[config.mk]
export PLATFORM = sky130hd
export DESIGN_NAME = reflet_pipelined_multiplier_flat
export DESIGN_NICKNAME = d
export VERILOG_FILES = /design/src/rtl/reflet_pipelined_multiplier_if.sv /design/src/rtl/reflet_pipelined_multiplier.sv /design/src/flat_wrapper.sv
export SDC_FILE = /design/constraint.sdc
export NUM_CORES = 2
export LEC_CHECK = 0
export CAP_MARGIN = 20
export CELL_PAD_IN_SITES_DETAIL_PLACEMENT = 0
export CELL_PAD_IN_SITES_GLOBAL_PLACEMENT = 2
export CORE_ASPECT_RATIO = 1.2
export CORE_MARGIN = 2
export CORE_UTILIZATION = 47
export CTS_BUF_LIST = sky130_fd_sc_hd__clkbuf_2 sky130_fd_sc_hd__clkbuf_4 sky130_fd_sc_hd__clkbuf_8
export DETAILED_ROUTE_END_ITERATION = 8
export GPL_TIMING_DRIVEN = 0
export PLACE_DENSITY = 0.86
export SLEW_MARGIN = 30
export SYNTH_ARGS = -nofsm -noshare
export SYNTH_HDL_FRONTEND = slang
export SYNTH_SLANG_ARGS = --single-unit
[constraint.sdc]
create_clock -name clk -period 45.5 [get_ports clk]
set_input_delay 13.65 -clock clk [delete_from_list [all_inputs] [get_ports clk]]
set_output_delay 13.65 -clock clk [all_outputs]
set_load 0.02 [all_outputs]
[src/rtl/reflet_pipelined_multiplier_if.sv]
// Request/result bundle for the pipelined multiplier.
// The master side drives operands and stall control; the slave side returns the product.
interface reflet_pipelined_multiplier_if #(
    parameter int size = 16
);
    logic                enable;
    logic                in_valid;
    logic                in_signed;
    logic [size-1:0]     in_1;
    logic [size-1:0]     in_2;
    logic                out_valid;
    logic [2*size-1:0]   out;
    logic                busy;

    modport master (
        output enable, in_valid, in_signed, in_1, in_2,
        input  out_valid, out, busy
    );

    modport slave (
        input  enable, in_valid, in_signed, in_1, in_2,
        output out_valid, out, busy
    );
endinterface

[src/rtl/reflet_pipelined_multiplier.sv]
// Fully pipelined size x size multiplier with a per-request signed/unsigned selection.
// Each level retires bits_per_stage multiplier bits; the last level writes the product straight into out.
module reflet_pipelined_multiplier #(
    parameter int size           = 16,
    parameter int bits_per_stage = 1
) (
    input logic                         clk,
    input logic                         reset,
    reflet_pipelined_multiplier_if.slave bus
);
    localparam int stages = size / bits_per_stage;
    localparam int w      = 2 * size;
    localparam int pipe_n = (stages > 1) ? stages - 1 : 1;

    if (bits_per_stage < 1 || size < 2 || (size % bits_per_stage) != 0) begin : g_param_check
        $error("reflet_pipelined_multiplier: bits_per_stage must divide size and size must be >= 2");
    end

    typedef struct packed {
        logic            valid;
        logic            sgn;
        logic [w-1:0]    acc;
        logic [w-1:0]    mcand;
        logic [size-1:0] mult;
    } slot_t;

    slot_t        pipe_q [pipe_n];
    slot_t        pipe_d [pipe_n];
    logic [w-1:0] out_q;
    logic         out_valid_q;
    logic [w-1:0] ret_acc;
    logic         ret_valid;
    logic         busy_c;

    // The top multiplier bit has negative weight in signed mode, so its partial product is subtracted.
    function automatic logic [w-1:0] add_digit(
        input logic [w-1:0]              acc,
        input logic [w-1:0]              mcand,
        input logic [bits_per_stage-1:0] digit,
        input logic                      neg_top
    );
        logic [w-1:0] sum;
        logic [w-1:0] term;
        sum = acc;
        for (int j = 0; j < bits_per_stage; j++) begin
            term = mcand << j;
            if (digit[j]) begin
                if (neg_top && j == bits_per_stage - 1)
                    sum = sum - term;
                else
                    sum = sum + term;
            end
        end
        return sum;
    endfunction

    always_comb begin
        slot_t cur;
        cur.valid = bus.in_valid;
        cur.sgn   = bus.in_signed;
        cur.acc   = '0;
        cur.mcand = bus.in_signed ? {{size{bus.in_1[size-1]}}, bus.in_1}
                                  : {{size{1'b0}}, bus.in_1};
        cur.mult  = bus.in_2;
        ret_acc   = '0;
        ret_valid = 1'b0;
        for (int i = 0; i < pipe_n; i++)
            pipe_d[i] = '0;
        for (int k = 0; k < stages; k++) begin
            if (k > 0)
                cur = pipe_q[(k > 0) ? k - 1 : 0];
            cur.acc   = add_digit(cur.acc, cur.mcand, cur.mult[bits_per_stage-1:0],
                                  cur.sgn && (k == stages - 1));
            cur.mcand = cur.mcand << bits_per_stage;
            cur.mult  = cur.mult >> bits_per_stage;
            if (k < stages - 1) begin
                pipe_d[k] = cur;
            end else begin
                ret_acc   = cur.acc;
                ret_valid = cur.valid;
            end
        end
    end

    always_ff @(posedge clk) begin
        if (reset) begin
            for (int i = 0; i < pipe_n; i++)
                pipe_q[i].valid <= 1'b0;
            out_q       <= '0;
            out_valid_q <= 1'b0;
        end else if (bus.enable) begin
            for (int i = 0; i < pipe_n; i++)
                pipe_q[i] <= pipe_d[i];
            out_valid_q <= ret_valid;
            if (ret_valid)
                out_q <= ret_acc;
        end
    end

    always_comb begin
        busy_c = out_valid_q;
        for (int i = 0; i < pipe_n; i++)
            busy_c = busy_c | pipe_q[i].valid;
    end

    assign bus.out       = out_q;
    assign bus.out_valid = out_valid_q;
    assign bus.busy      = busy_c;
endmodule

[src/flat_wrapper.sv]
// flat-port wrapper written by rule: the top's interface ports become plain ports
module reflet_pipelined_multiplier_flat 
#(
    parameter int size           = 16,
    parameter int bits_per_stage = 1
)
  (clk, reset, bus_enable, bus_in_valid, bus_in_signed, bus_in_1, bus_in_2, bus_out_valid, bus_out, bus_busy);
  reflet_pipelined_multiplier_if #(.size(size)) bus_i ();
  input logic clk;
  input logic reset;
  input wire logic [$bits(bus_i.enable)-1:0] bus_enable;
  input wire logic [$bits(bus_i.in_valid)-1:0] bus_in_valid;
  input wire logic [$bits(bus_i.in_signed)-1:0] bus_in_signed;
  input wire logic [$bits(bus_i.in_1)-1:0] bus_in_1;
  input wire logic [$bits(bus_i.in_2)-1:0] bus_in_2;
  output wire logic [$bits(bus_i.out_valid)-1:0] bus_out_valid;
  output wire logic [$bits(bus_i.out)-1:0] bus_out;
  output wire logic [$bits(bus_i.busy)-1:0] bus_busy;
  assign bus_i.enable = bus_enable;
  assign bus_i.in_valid = bus_in_valid;
  assign bus_i.in_signed = bus_in_signed;
  assign bus_i.in_1 = bus_in_1;
  assign bus_i.in_2 = bus_in_2;
  assign bus_out_valid = bus_i.out_valid;
  assign bus_out = bus_i.out;
  assign bus_busy = bus_i.busy;
  reflet_pipelined_multiplier #(.size(size), .bits_per_stage(bits_per_stage)) u_core (.clk(clk), .reset(reset), .bus(bus_i));
endmodule
==> impl_metrics.xml <==
<?xml version="1.0" encoding="UTF-8"?>
<metrics>
  <group name="placement">
    <metric name="placed_insts" unit="">4984</metric>
    <metric name="dpl_hpwl" unit="mm">72.51</metric>
    <metric name="io_buffers" unit="">70</metric>
    <metric name="gp_congestion" unit="">0.8438</metric>
    <metric name="placedInstanceArea" unit="mm²">0.04965</metric>
    <metric name="dpl_worst_slack" unit="ps">28470</metric>
  </group>
  <group name="grt">
    <metric name="global_route_wire_length_before_repair" unit="mm">150.8</metric>
    <metric name="antenna_found_initial" unit="">7</metric>
    <metric name="number_of_global_route_vias_before_repair" unit="">29760</metric>
    <metric name="maximum_number_of_pins_on_one_net_before_global_route_repair" unit="">52</metric>
    <metric name="grt.overflow.total" unit="">0</metric>
    <metric name="grt_util_all_layers" unit="">0.1884</metric>
  </group>
  <group name="routing">
    <metric name="wl_per_cell" unit="µm">18.04</metric>
    <metric name="vias_per_cell" unit="">5.416</metric>
    <metric name="routed-via-count" unit="">28500</metric>
    <metric name="route.antenna.remaining_nets" unit="">0</metric>
    <metric name="drt_iter0_drc" unit="">1096</metric>
    <metric name="totalWireLength" unit="mm">94.94</metric>
    <metric name="drt_drc_violations_left" unit="">0</metric>
    <metric name="firstDrtPassIters" unit="">5</metric>
  </group>
  <group name="finish">
    <metric name="finish.cell_count_without_fillers" unit="">5262</metric>
    <metric name="synthToLayoutAreaGrowth" unit="%">12.39</metric>
    <metric name="register_area" unit="mm²">0.02679</metric>
    <metric name="multi_input_comb_area" unit="mm²">0.01928</metric>
    <metric name="final_cell_area" unit="mm²">0.05267</metric>
    <metric name="final_nets" unit="">4241</metric>
    <metric name="final_layout_size_suffix_gt1_frac" unit="">0.1349</metric>
    <metric name="finish.utilization" unit="">0.5345</metric>
    <metric name="fillers" unit="">8370</metric>
  </group>
  <group name="logic_synthesis">
    <metric name="ys.flop_type" unit="">sky130_fd_sc_hd__edfxtp_1</metric>
    <metric name="postSynthRegisterBits" unit="">903</metric>
    <metric name="syn-instance-count" unit="">3614</metric>
    <metric name="seq_total_area_yosys" unit="">0.5716</metric>
    <metric name="synthesis.area_per_instance" unit="µm²">12.97</metric>
    <metric name="proportion_of_netlist_area_held_by_the_largest_area_contributor" unit="">0.5575</metric>
    <metric name="synth_edf_count" unit="">870</metric>
    <metric name="postSynthNetCount" unit="">3998</metric>
    <metric name="synthesis.yosys.warnings" unit="">0</metric>
    <metric name="netlist_top_cells_count" unit="">sky130_fd_sc_hd__edfxtp_1 (870), sky130_fd_sc_hd__ha_1 (333), sky130_fd_sc_hd__a21oi_1 (264), sky130_fd_sc_hd__mux2_2 (248), sky130_fd_sc_hd__xnor2_1 (223)</metric>
    <metric name="asyncSetResetFlopFracSynth" unit="">0</metric>
    <metric name="post-synth-top-count-cell" unit="">sky130_fd_sc_hd__edfxtp_1</metric>
    <metric name="post-synth-top-area-cell" unit="">sky130_fd_sc_hd__edfxtp_1</metric>
    <metric name="syn-cell-area" unit="mm²">0.04686</metric>
    <metric name="synth_area_leaders" unit="">sky130_fd_sc_hd__edfxtp_1 (56%), sky130_fd_sc_hd__ha_1 (8.9%), sky130_fd_sc_hd__mux2_2 (6.0%)</metric>
    <metric name="synth_cell_types" unit="">78</metric>
  </group>
  <group name="floorplanning">
    <metric name="fp.dieArea" unit="mm²">0.1023</metric>
    <metric name="io_pins" unit="">71</metric>
    <metric name="chipWidth" unit="µm">292.2</metric>
    <metric name="rows" unit="">126</metric>
    <metric name="initial_core_util" unit="">0.4756</metric>
    <metric name="design.core.area" unit="mm²">0.09853</metric>
    <metric name="floorplan.die.height" unit="µm">349.9</metric>
  </group>
  <group name="timing">
    <metric name="report.final.setup_viol" unit="">0</metric>
    <metric name="final_period_minus_worst_setup_slack" unit="ps">16170</metric>
    <metric name="timing.slew.headroom" unit="">0.4180</metric>
    <metric name="timing.final.ws_setup" unit="ps">29340</metric>
    <metric name="min_period_over_period" unit="">0.3553</metric>
    <metric name="grt_setup_unrepaired" unit="">false</metric>
    <metric name="maxClockFrequency" unit="MHz">61.86</metric>
    <metric name="drv_slew" unit="">0</metric>
    <metric name="finalHoldViolCount" unit="">0</metric>
    <metric name="clock-skew-final" unit="ps">45.04</metric>
    <metric name="fin_tns_setup" unit="ps">0</metric>
    <metric name="max_slew.worst_pin.slew" unit="ps">873.0</metric>
    <metric name="whs" unit="ps">394.3</metric>
  </group>
  <group name="clock_network">
    <metric name="cts_buffers" unit="">151</metric>
    <metric name="post_cts_resize_count" unit="">0</metric>
    <metric name="clock_tree.htree_level_count" unit="">4</metric>
    <metric name="cts_setup_buffers" unit="">0</metric>
    <metric name="clk-insertion-delay-late" unit="ps">840</metric>
    <metric name="clock_tree.root_cell" unit="">sky130_fd_sc_hd__clkbuf_8</metric>
    <metric name="cts_tree" unit="">built</metric>
    <metric name="ctsLongestPathBuffers" unit="">3</metric>
    <metric name="clock_sink_count" unit="">903</metric>
    <metric name="cts-hold-fix-buffers" unit="">0</metric>
    <metric name="clk_pin_slew_worst_paths" unit="ps">60</metric>
  </group>
  <group name="critical_path">
    <metric name="critPathKind" unit="">input port to flip-flop</metric>
    <metric name="crit_fanout" unit="">49</metric>
    <metric name="worst_setup_path_end_kind" unit="">flip-flop</metric>
    <metric name="r2r_slack" unit="ps">41390</metric>
    <metric name="worstPathRequired" unit="ps">46010</metric>
    <metric name="worstSetupStartpointType" unit="">input port</metric>
    <metric name="critPathArrivalTime" unit="ps">16670</metric>
    <metric name="worst_reg2reg_path_length_in_cells" unit="">14</metric>
  </group>
  <group name="power_and_ir_drop">
    <metric name="static_leakage" unit="nW">19.60</metric>
    <metric name="power.ir.vdd_worst" unit="V">0.00003110</metric>
    <metric name="powerDensity" unit="mW/mm²">37.86</metric>
    <metric name="final_total_power" unit="mW">1.994</metric>
  </group>
  <group name="min_path">
    <metric name="timing.hold.worst.class" unit="">flip-flop to flip-flop</metric>
    <metric name="timing.hold.worst_path_depth" unit="">0</metric>
  </group>
  <group name="flow_run">
    <metric name="cap_viol_max_count" unit="">0</metric>
  </group>
  <group name="status">
    <metric name="run_status" unit="">completed</metric>
  </group>
</metrics>
[cell usage in the layout, fill, tap and decap left out, drive strengths merged, types with 35 or more instances in the layout]
master         instances
inv                  159
xor2                  74
nand2b                35
ha                   333
nand3                 47
a21o                 116
and2                  50
clkbuf               256
nor2b                 55
clkinv                55
edfxtp               870
o21ai                153
a211oi                47
nand2                183
mux2                 248
nor3                  49
nor2                 166
a21oi                265
xnor2                223
o21a                  39
clkdlybuf4s50         70
[layout make-up]
| cell class | count | share of cell area |
|---|---|---|
| Sequential cell | 903 | 0.5086 |
| Multi-Input combinational cell | 2497 | 0.3661 |
| Clock buffer | 198 | 0.04616 |
| Tap cell | 1280 | 0.03041 |
| Timing Repair Buffer | 90 | 0.02219 |
| Clock inverter | 72 | 0.01081 |
| Inverter | 148 | 0.01057 |
| Buffer | 66 | 0.004775 |
| Antenna cell | 8 | 0.0003801 |
[state kept, by name, summed over array words and instances, names as in the netlist]
signal                cells
u_core.pipe_q           870
u_core.bus.out           32
u_core.bus.out_valid      1
[kinds of logic after synthesis]
family / Yosys count / share of synthesized area
xor gates and xnor gates: 297 / 0.05551
adders and majority gates: 347 / 0.09490
AOI/OAI and AO/OA: 852 / 0.1183
DFF: 903 / 0.5716
and+or+nand+nor: 725 / 0.07693
muxes: 276 / 0.06558
buffers and inverters: 214 / 0.01717
[metal layers]
metal,global-route usage,wire length (µm)
met4,0.1193,6060
met5,0,0
met3,0.03322,2516
met2,0.3852,54600
met1,0.1654,31760
[critical path, cell delays in order]
cell and delay, ps:
sky130_fd_sc_hd__clkdlybuf4s50_1 520, sky130_fd_sc_hd__nor2b_1 250, sky130_fd_sc_hd__clkbuf_4 300, sky130_fd_sc_hd__buf_12 270
sky130_fd_sc_hd__buf_12 280, sky130_fd_sc_hd__buf_12 240, sky130_fd_sc_hd__buf_16 260, sky130_fd_sc_hd__buf_16 280
sky130_fd_sc_hd__buf_12 240, sky130_fd_sc_hd__buf_16 250
[power by group]
group          internal, mW  switching (mW)  total (mW)
clock network         0.383           0.332       0.716
logic                 0.133           0.158       0.291
registers             0.966          0.0218       0.987
total                  1.48           0.512        1.99
[worst paths after layout]
kind / start / endpoint
setup / recovery: bus_enable / u_core.pipe_q[0][53]$_SDFFCE_PN0P_
hold / removal: u_core.pipe_q[12][54]$_DFFE_PP_ / u_core.pipe_q[13][54]$_DFFE_PP_
setup reg to reg: u_core.pipe_q[14][78]$_DFFE_PP_ / u_core.bus.out[31]$_SDFFE_PP0P_
hold reg to reg: u_core.pipe_q[12][54]$_DFFE_PP_ / u_core.pipe_q[13][54]$_DFFE_PP_
No activity file was read; power rests on OpenSTA's default activity.
